**src/rtl/seg7_pkg.sv**
```systemverilog
`default_nettype none
// ============================================================================
//  Module   : seg7_pkg
//  Purpose  : Shared types and constants for the 3-digit seven-segment scanner
//  Revision : 1.0  initial release
// ============================================================================
package seg7_pkg;

    typedef enum logic [1:0] {
        IDLE  = 2'd0,
        BLANK = 2'd1,
        SHOW  = 2'd2
    } state_e;

    localparam int NUM_DIGITS = 3;

    localparam logic [6:0] SEG_OFF = 7'b1111111;

    // Active-low g..a patterns, entry 15 first down to entry 0
    localparam logic [15:0][6:0] HEX_FONT = {
        7'b0001110,  // F
        7'b0000110,  // E
        7'b0100001,  // d
        7'b1000110,  // C
        7'b0000011,  // b
        7'b0001000,  // A
        7'b0010000,  // 9
        7'b0000000,  // 8
        7'b1111000,  // 7
        7'b0000010,  // 6
        7'b0010010,  // 5
        7'b0011001,  // 4
        7'b0110000,  // 3
        7'b0100100,  // 2
        7'b1111001,  // 1
        7'b1000000   // 0
    };

endpackage
`default_nettype wire

```
**src/rtl/seg7_hex_font.sv**
```systemverilog
`default_nettype none
// ============================================================================
//  Module   : seg7_hex_font
//  Purpose  : Combinational hex nibble to active-low seven-segment pattern
//  Revision : 1.0  initial release
// ============================================================================
module seg7_hex_font
    import seg7_pkg::*;
(
    input  logic [3:0] nibble,
    output logic [6:0] seg_n
);

    always_comb begin
        seg_n = HEX_FONT[nibble];
    end

endmodule
`default_nettype wire

```
**src/rtl/seg7_scan_ctrl.sv**
```systemverilog
`default_nettype none
// ============================================================================
//  Module   : seg7_scan_ctrl
//  Purpose  : Time-multiplexed, tear-free scan controller for a 3-digit
//             common-anode seven-segment display with leading-zero blanking
//  Revision : 1.0  initial release
// ============================================================================
module seg7_scan_ctrl
    import seg7_pkg::*;
#(
    parameter int DIGIT_CYCLES = 100000,
    parameter int BLANK_CYCLES = 1000
) (
    input  logic        clk,
    input  logic        rst,
    input  logic [11:0] value_in,
    input  logic [2:0]  dp_in,
    input  logic        load,
    input  logic        blank_lz,
    input  logic        enable,
    output logic [6:0]  SevenSegment,
    output logic        SevenSegmentDp,
    output logic [2:0]  SevenSegmentEnable,
    output logic        frame_done
);

    localparam int MAX_CYCLES = (DIGIT_CYCLES > BLANK_CYCLES) ? DIGIT_CYCLES : BLANK_CYCLES;
    localparam int CW         = $clog2(MAX_CYCLES) + 1;

    localparam logic [CW-1:0] DIGIT_LAST = CW'(DIGIT_CYCLES - 1);
    localparam logic [CW-1:0] BLANK_LAST = (BLANK_CYCLES > 0) ? CW'(BLANK_CYCLES - 1) : '0;
    localparam logic [1:0]    LAST_IDX   = 2'(NUM_DIGITS - 1);
    localparam state_e        LEAD_STATE = (BLANK_CYCLES == 0) ? SHOW : BLANK;

    state_e          state_q, state_d;
    logic [1:0]      idx_q, idx_d;
    logic [CW-1:0]   cnt_q, cnt_d;

    logic [11:0]     act_val_q, act_val_d;
    logic [2:0]      act_dp_q, act_dp_d;
    logic            act_lz_q, act_lz_d;
    logic [11:0]     pend_val_q, pend_val_d;
    logic [2:0]      pend_dp_q, pend_dp_d;
    logic            pend_lz_q, pend_lz_d;
    logic            pend_flag_q, pend_flag_d;

    logic [6:0]      seg_q, seg_d;
    logic            dp_q, dp_d;
    logic [2:0]      en_q, en_d;
    logic            frame_done_q, frame_done_d;

    logic            frame_end;
    logic [3:0]      nibble;
    logic            blank_digit;
    logic            dp_bit;
    logic [6:0]      font_seg;

    always_comb begin
        state_d = state_q;
        idx_d   = idx_q;
        cnt_d   = cnt_q;
        if (!enable) begin
            state_d = IDLE;
            idx_d   = 2'd0;
            cnt_d   = '0;
        end else begin
            case (state_q)
                IDLE: begin
                    state_d = LEAD_STATE;
                    idx_d   = 2'd0;
                    cnt_d   = '0;
                end
                BLANK: begin
                    if (cnt_q == BLANK_LAST) begin
                        state_d = SHOW;
                        cnt_d   = '0;
                    end else begin
                        cnt_d = cnt_q + CW'(1);
                    end
                end
                SHOW: begin
                    if (cnt_q == DIGIT_LAST) begin
                        state_d = LEAD_STATE;
                        idx_d   = (idx_q == LAST_IDX) ? 2'd0 : idx_q + 2'd1;
                        cnt_d   = '0;
                    end else begin
                        cnt_d = cnt_q + CW'(1);
                    end
                end
                default: begin
                    state_d = IDLE;
                    idx_d   = 2'd0;
                    cnt_d   = '0;
                end
            endcase
        end
    end

    assign frame_end = enable && (state_q == SHOW) && (idx_q == LAST_IDX) && (cnt_q == DIGIT_LAST);

    // Active registers only change while idle or at a frame boundary, so a
    // frame never mixes digits from two different values.
    always_comb begin
        act_val_d   = act_val_q;
        act_dp_d    = act_dp_q;
        act_lz_d    = act_lz_q;
        pend_val_d  = pend_val_q;
        pend_dp_d   = pend_dp_q;
        pend_lz_d   = pend_lz_q;
        pend_flag_d = pend_flag_q;
        if (state_q == IDLE) begin
            if (load) begin
                act_val_d = value_in;
                act_dp_d  = dp_in;
                act_lz_d  = blank_lz;
            end
        end else if (frame_end) begin
            if (load) begin
                act_val_d = value_in;
                act_dp_d  = dp_in;
                act_lz_d  = blank_lz;
            end else if (pend_flag_q) begin
                act_val_d = pend_val_q;
                act_dp_d  = pend_dp_q;
                act_lz_d  = pend_lz_q;
            end
            pend_flag_d = 1'b0;
        end else if (load) begin
            pend_val_d  = value_in;
            pend_dp_d   = dp_in;
            pend_lz_d   = blank_lz;
            pend_flag_d = 1'b1;
        end
    end

    // Outputs are decoded from next-state values so they land on the same
    // edge as the state they belong to.
    always_comb begin
        nibble      = act_val_d[3:0];
        dp_bit      = act_dp_d[0];
        blank_digit = 1'b0;
        case (idx_d)
            2'd1: begin
                nibble      = act_val_d[7:4];
                dp_bit      = act_dp_d[1];
                blank_digit = act_lz_d && (act_val_d[11:4] == 8'h00);
            end
            2'd2: begin
                nibble      = act_val_d[11:8];
                dp_bit      = act_dp_d[2];
                blank_digit = act_lz_d && (act_val_d[11:8] == 4'h0);
            end
            default: begin
                nibble      = act_val_d[3:0];
                dp_bit      = act_dp_d[0];
                blank_digit = 1'b0;
            end
        endcase
    end

    seg7_hex_font u_font (
        .nibble (nibble),
        .seg_n  (font_seg)
    );

    always_comb begin
        seg_d        = SEG_OFF;
        dp_d         = 1'b1;
        en_d         = 3'b111;
        frame_done_d = (state_d == SHOW) && (idx_d == LAST_IDX) && (cnt_d == DIGIT_LAST);
        if (state_d == SHOW) begin
            en_d = ~(3'b001 << idx_d);
            seg_d = blank_digit ? SEG_OFF : font_seg;
            dp_d  = ~dp_bit;
        end
    end

    always_ff @(posedge clk) begin
        if (rst) begin
            state_q      <= IDLE;
            idx_q        <= 2'd0;
            cnt_q        <= '0;
            act_val_q    <= 12'h000;
            act_dp_q     <= 3'b000;
            act_lz_q     <= 1'b0;
            pend_val_q   <= 12'h000;
            pend_dp_q    <= 3'b000;
            pend_lz_q    <= 1'b0;
            pend_flag_q  <= 1'b0;
            seg_q        <= SEG_OFF;
            dp_q         <= 1'b1;
            en_q         <= 3'b111;
            frame_done_q <= 1'b0;
        end else begin
            state_q      <= state_d;
            idx_q        <= idx_d;
            cnt_q        <= cnt_d;
            act_val_q    <= act_val_d;
            act_dp_q     <= act_dp_d;
            act_lz_q     <= act_lz_d;
            pend_val_q   <= pend_val_d;
            pend_dp_q    <= pend_dp_d;
            pend_lz_q    <= pend_lz_d;
            pend_flag_q  <= pend_flag_d;
            seg_q        <= seg_d;
            dp_q         <= dp_d;
            en_q         <= en_d;
            frame_done_q <= frame_done_d;
        end
    end

    assign SevenSegment       = seg_q;
    assign SevenSegmentDp     = dp_q;
    assign SevenSegmentEnable = en_q;
    assign frame_done         = frame_done_q;

endmodule
`default_nettype wire
```
**config.mk**
```make
export PLATFORM = sky130hd
export DESIGN_NAME = seg7_scan_ctrl
export DESIGN_NICKNAME = d
export VERILOG_FILES = /design/src/rtl/seg7_pkg.sv /design/src/rtl/seg7_hex_font.sv /design/src/rtl/seg7_scan_ctrl.sv
export SDC_FILE = /design/constraint.sdc
export NUM_CORES = 1
export LEC_CHECK = 0
export ABC_AREA = 1
export CORE_ASPECT_RATIO = 1.2
export CORE_MARGIN = 2
export CORE_UTILIZATION = 42
export CTS_CLUSTER_SIZE = 12
export DETAILED_ROUTE_END_ITERATION = 10
export PLACE_DENSITY = 0.7
export SLEW_MARGIN = 20
export SYNTH_ARGS = -nofsm -noshare
export SYNTH_HDL_FRONTEND = slang
export SYNTH_SLANG_ARGS = --single-unit
```
**constraint.sdc**
```tcl
create_clock -name clk -period 8 [get_ports clk]
set_clock_uncertainty 0.05 [all_clocks]
set_input_delay 2 -clock clk [delete_from_list [all_inputs] [get_ports clk]]
set_output_delay 2 -clock clk [all_outputs]
set_load 0.03 [all_outputs]
```
==> flow_metrics.py, run 1 <==
metrics = {
    "setup_path": {
        "start_kind": "input port",
        "r2r_end": "SevenSegment[5]",
        "path_cells": "clkdlybuf4s50_1 -> buf_4 -> inv_1 -> or2_2 -> o21ai_0 -> nand2_1 -> nand3_1 -> nand2_2 -> nand2_1 -> nand3_1 -> o21ai_2 -> inv_1 -> ha_1 -> nand2_1 -> o21ai_0 -> nand2_1 -> nand2_1",
        "crit_type": "input port to flop",
        "startpoint": "load",
        "arrival_ps": 4810,
        "ff2ff_setup_slack_ps": 4510,
        "worst-path-buf-inv": 4,
        "crit_fanout": 28,
        "r2r-start": "cnt_q[0]",
        "reg2reg_depth": 18,
        "worst_ep_required_time_ps": 8190,
        "crit_path_frequent_cell": "nand2_1",
        "cp_slowest_cell": "clkdlybuf4s50_1",
        "cp-endpoint": "SevenSegment[5]",
        "crit_path_max_incr_delay_ps": 460,
        "critPathTopFamily": "buffers and inverters",
        "cp.depth": 17,
        "critPathCaptureType": "flop",
    },
    "synth": {
        "syn_nets": 630,
        "netlist.area_leader.share_pct": 34.1,
        "yosysTopAreaCell": "dfxtp_1",
        "yosys_warnings": 0,
        "synth-main-ff-cell": "dfxtp_1",
        "syn_area_um2": 3940,
        "yosysSeqAreaShare_pct": 34.1,
        "synth_cell_type_count": 39,
        "syn_inst": 596,
        "synthArstFlopShare_pct": 0,
        "synth_area_leaders": "dfxtp_1 (34%), nand2_1 (14%), nor2_1 (9.3%)",
        "synth-seq-cells": 67,
        "synth.avg_cell_area_um2": 6.61,
        "synth_edf_count": 0,
    },
    "run_status": {
        "outcome": "complete, no violations",
    },
    "routing": {
        "vias": 3828,
        "wl_um": 9770,
        "drc": 0,
        "dr.pass1.iters": 5,
        "via_per_inst": 5.14,
        "wire_per_inst_um": 13.1,
        "detail-route-antenna-nets": 0,
        "first_iter_violations": 189,
    },
    "timing": {
        "min_period_ps": 4610,
        "slew_headroom_pct": 42.3,
        "finalSetupTns_ps": 0,
        "setup_viol": 0,
        "finalCritPeriodShare_pct": 57.6,
        "rsz0062_at_grt": "no",
        "hold-worst-slack_ps": 405,
        "slew_viol_final": 0,
        "fmax_mhz": 217,
        "layout_setup_ws_ps": 3390,
        "tightest_slew_ps": 863,
        "hold_viol": 0,
    },
    "hold_path": {
        "hp-start": "cnt_q[0]",
        "hold_depth": 1,
        "hold_path_class": "flop to flop",
    },
    "cells_and_area": {
        "area_growth_pct": 13.9,
        "layoutNonFillerInstCount": 745,
        "final_cell_mix": "nand2_1 (144), nor2_1 (98), dfxtp_1 (67), inv_1 (49), nand3_1 (49)",
        "layout-drive-gt1-share_pct": 9.28,
        "nNetsFinal": 654,
        "layout_commonest_cell": "nand2_1",
        "n_antenna_cell": 0,
    },
    "grt": {
        "grt_overflow": 0,
        "grt_pass1_vias": 3726,
        "grt_max_degree": 29,
        "track_usage_pct": 20.7,
        "grt_pass1_wl_um": 16800,
        "grt_antenna_before_repair": 0,
    },
    "die": {
        "die-area_um2": 10200,
        "fp.dieH_um": 110,
        "io-pin-count": 32,
        "die_w_um": 92.4,
        "rows": 38,
        "initial_core_util_pct": 43.4,
        "core_area_um2": 9080,
    },
    "pwr": {
        "total_power_uw": 709,
        "ir_worst_vdd_v": 0.000103,
        "p_leak_nw": 1.82,
        "power_density_nw_per_um2": 158,
    },
    "placement": {
        "gp_congestion": 0.898,
        "port_buffers": 31,
        "dp_hpwl_um": 7100,
        "dp_cells": 729,
        "dp_slack_ps": 3030,
    },
    "clock_network": {
        "cts_max_level": 3,
        "postCtsSetupRepairBufs": 0,
        "cts_resized": 0,
        "path_clk_slew_ps": 70,
        "clock-sinks": 67,
        "clk_latency_ps": 360,
        "max-clock-path-buffers": 2,
        "cts_tree": "yes",
        "cts-root-buf": "clkbuf_8",
        "postCtsHoldBufs": 0,
        "cts_made_buffers": 9,
    },
    "flow_run": {
        "maxCapViolations": 0,
    },
}
[metal layers]
| layer | routed length, um | track usage [%] | share of wire, % |
|---|---|---|---|
| met5 | 0 | 0 | 0 |
| met1 | 4450 | 24.1 | 46 |
| met3 | 409 | 4.83 | 4.2 |
| met4 | 204 | 8.32 | 2.1 |
| met2 | 4710 | 36.6 | 48 |
[report_power, final]
group	switching (mW)	internal [mW]	total (mW)	leakage [nW]
Clock	0.135	0.127	0.262	0.0949
Combinational	0.0591	0.0362	0.0954	1.18
Sequential	0.00741	0.344	0.351	0.546
[how the worst min path moves through the flow]
stage	to	slack (ps)
5_1_grt	cnt_q[0]	440
6_report	cnt_q[0]	410
4_1_cts	cnt_q[0]	410
2_1_floorplan	cnt_q[0]	370
3_5_place_dp	cnt_q[0]	390
3_3_place_gp	cnt_q[0]	380
[sequential cells by signal, summed over array words and instances, names as in the netlist, 2 cells and up]
name                flops
act_dp_q                3
SevenSegmentEnable      3
pend_val_q             12
pend_dp_q               3
idx_q                   2
act_val_q              12
SevenSegment            7
cnt_q                  18
state_q                 2
[layout make-up]
cell class                 count  area, um2
sequential                    67       1340
clock buffer                  11        151
fill                         924       4590
tap                          120        150
multi-input combinational    451       2280
inverter                      59        221
timing repair buffer          32        318
clock inverter                 5       27.5
[logic make-up (layout without fill, tap and decap cells)]
logic type / after synthesis / in the layout / share of synthesized area [%]
adders and majority gates: 14 / 14 / 4.45
xor gates and xnor gates: 9 / 9 / 2.00
DFF: 67 / 67 / 34.1
and+or+nand+nor: 340 / 340 / 38.3
buffers and inverters: 78 / 107 / 8.10
AOI/OAI and AO/OA: 88 / 88 / 13.1
[worst register-to-register path, delay by kind of cell, from the launching register on]
kind	cells	cell delay, ps
buf+inv	3	290
flops	1	360
compound gates	4	580
fa+ha+maj	3	970
simple gates	8	1150
[cells in the mapped netlist, types with 6 or more instances]
| cell | count |
|---|---|
| clkbuf_1 | 9 |
| buf_2 | 6 |
| nor3_1 | 9 |
| nand2_2 | 10 |
| inv_2 | 8 |
| o211ai_1 | 12 |
| a21oi_1 | 15 |
| nor2_1 | 98 |
| dfxtp_1 | 67 |
| nand3_1 | 49 |
| nand2_1 | 144 |
| o21ai_0 | 46 |
| xor2_1 | 7 |
| inv_1 | 49 |
| nand4_1 | 7 |
| ha_1 | 14 |
[per-stage QoR]
| step | cell area [um2] | utilization (%) |
|---|---|---|
| detailed placement | 4310 | 47.5 |
| finish | 4490 | 49.4 |
| CTS | 4490 | 49.4 |
| global placement | 4310 | 47.5 |
| floorplan | 3940 | - |
| global route | 4490 | 49.4 |
No activity file was read; power rests on OpenSTA's default activity.
==> inputs of run 2 (changes only) <==
- PLACE_DENSITY: 0.7 -> 0.72
- clock period: 8 -> 3.7 ns (I/O delays scaled with it)
==> run 2 against run 1 <==
- sequential share of layout area down 0.32 points
- core utilization rose by 0.54 points
- flip-flop and latch count did not move
- hold slack improved by 6.7 ps
- cell area is 1.1% higher
- final cell count rose by 0.67%
- routed wire length is 4.2% higher
- clock-buffer cell count is 3 higher
- combinational power rose by 120%
==> flow_metrics.py, run 2 (synthesis results as in run 1) <==
metrics = {
    "clock_network": {
        "cts-root-buf": "clkbuf_8",
        "path_clk_slew_ps": 70,
        "max-clock-path-buffers": 2,
        "cts_max_level": 3,
        "cts_made_buffers": 9,
        "clock-sinks": 67,
        "cts_tree": "yes",
        "clk_latency_ps": 360,
    },
    "setup_path": {
        "arrival_ps": 3530,
        "start_kind": "flop",
        "path_cells": "ha_1 -> nand2_2 -> inv_2 -> nand2_1 -> nor4_4 -> nand3_1 -> a21oi_1 -> o21a_1 -> inv_1 -> ha_2 -> nand3_1 -> o21ai_2 -> inv_1 -> ha_1 -> nand2_1 -> o21ai_0 -> nand2_1 -> nand2_1",
        "crit_fanout": 12,
        "reg2reg_depth": 18,
        "critPathCaptureType": "flop",
        "worst_ep_required_time_ps": 3900,
        "crit_path_frequent_cell": "nand2_1",
        "crit_path_max_incr_delay_ps": 470,
        "cp_slowest_cell": "ha_2",
        "crit_type": "flop to flop",
    },
    "die": {
        "die_w_um": 92.4,
        "fp.dieH_um": 110,
        "initial_core_util_pct": 43.4,
        "core_area_um2": 9080,
        "rows": 38,
        "die-area_um2": 10200,
        "io-pin-count": 32,
    },
    "timing": {
        "finalCritPeriodShare_pct": 89.9,
        "hold_viol": 0,
        "slew_headroom_pct": 52.0,
        "layout_setup_ws_ps": 373,
        "slew_viol_final": 0,
        "finalSetupTns_ps": 0,
        "setup_viol": 0,
        "min_period_ps": 3330,
        "rsz0062_at_grt": "no",
        "tightest_slew_ps": 719,
        "fmax_mhz": 301,
    },
    "pwr": {
        "ir_worst_vdd_v": 0.000219,
        "power_density_nw_per_um2": 337,
        "total_power_mw": 1.53,
        "p_leak_nw": 1.86,
    },
    "routing": {
        "vias": 3886,
        "met3_length_um": 377,
        "wl_met1_um": 4380,
        "first_iter_violations": 234,
        "drc": 0,
        "detail-route-antenna-nets": 0,
        "wl_met2_um": 5300,
        "dr.pass1.iters": 5,
        "via_per_inst": 5.18,
        "topRoutingLayerUsed": "met4",
        "wire_per_inst_um": 13.6,
        "wl_um": 10200,
    },
    "cells_and_area": {
        "final_core_util_pct": 50.0,
        "final_cell_mix": "nand2_1 (144), nor2_1 (98), dfxtp_1 (67), inv_1 (49), nand3_1 (49)",
        "layout_commonest_cell": "nand2_1",
        "nNetsFinal": 659,
        "largest-register": "cnt_q",
        "layout-drive-gt1-share_pct": 9.84,
        "largest_reg_flops": 18,
        "n_antenna_cell": 0,
        "area_growth_pct": 15.2,
        "fin_area_um2": 4540,
        "reg.largest.list": "cnt_q x18, act_val_q x12, pend_val_q x12",
    },
    "grt": {
        "grt_max_degree": 28,
        "grt_pass1_wl_um": 17900,
        "grt_overflow": 0,
        "grt_antenna_before_repair": 0,
        "track_usage_pct": 22.1,
        "grt_pass1_vias": 3873,
    },
    "run_status": {
        "outcome": "complete, no violations",
    },
    "placement": {
        "gp_congestion": 0.847,
        "dp_hpwl_um": 7380,
        "dp_slack_ps": 98.9,
        "placed_area_um2": 4350,
        "port_buffers": 31,
    },
    "hold_path": {
        "hold_path_class": "flop to flop",
        "hold_depth": 1,
    },
    "flow_run": {
        "maxCapViolations": 0,
    },
}
run 2: timing repair:
action / 4_1_cts / 5_1_grt
endpoints found under the setup margin: 0 / 7
resized for setup: 0 / 3
setup buffers: 0 / 0
hold buffers: 0 / 0
run 2: worst paths after layout:
check | endpoint | slack, ps | start
setup / recovery | SevenSegment[5] | 370 | cnt_q[0]
hold / removal | cnt_q[0] | 410 | cnt_q[0]
setup reg to reg | SevenSegment[5] | 370 | cnt_q[0]
hold reg to reg | cnt_q[0] | 410 | cnt_q[0]
run 2: per-layer routing:
layer  vias up  global-route usage, %
met5         -                      0
li1       1984                      -
met3        13                   4.69
met4         0                   8.21
met2        82                   39.7
met1      1807                   25.9
run 2: metrics by stage:
step	hold slack [ps]	cells
2_1_floorplan	367	596
5_1_grt	450	750
3_3_place_gp	377	734
4_1_cts	422	750
6_report	412	750
3_5_place_dp	413	734
run 2: final cells by class:
| class | instances | area, um2 |
|---|---|---|
| Clock buffer | 14 | 163 |
| Clock inverter | 2 | 10.0 |
| Fill cell | 902 | 4540 |
| Inverter | 59 | 221 |
| Multi-Input combinational cell | 451 | 2300 |
| Sequential cell | 67 | 1340 |
| Tap cell | 120 | 150 |
| Timing Repair Buffer | 37 | 355 |
run 2: critical path: cells and delay by family (launching register included):
family	cells	cell delay [ps]
flops	1	360
simple gates	8	1070
fa+ha+maj	3	900
compound gates	4	550
buf+inv	3	290
run 2: where the power goes:
group / total [mW] / switching [mW] / internal, mW
registers: 0.759 / 0.0149 / 0.744
clock network: 0.560 / 0.281 / 0.279
logic: 0.212 / 0.130 / 0.0811
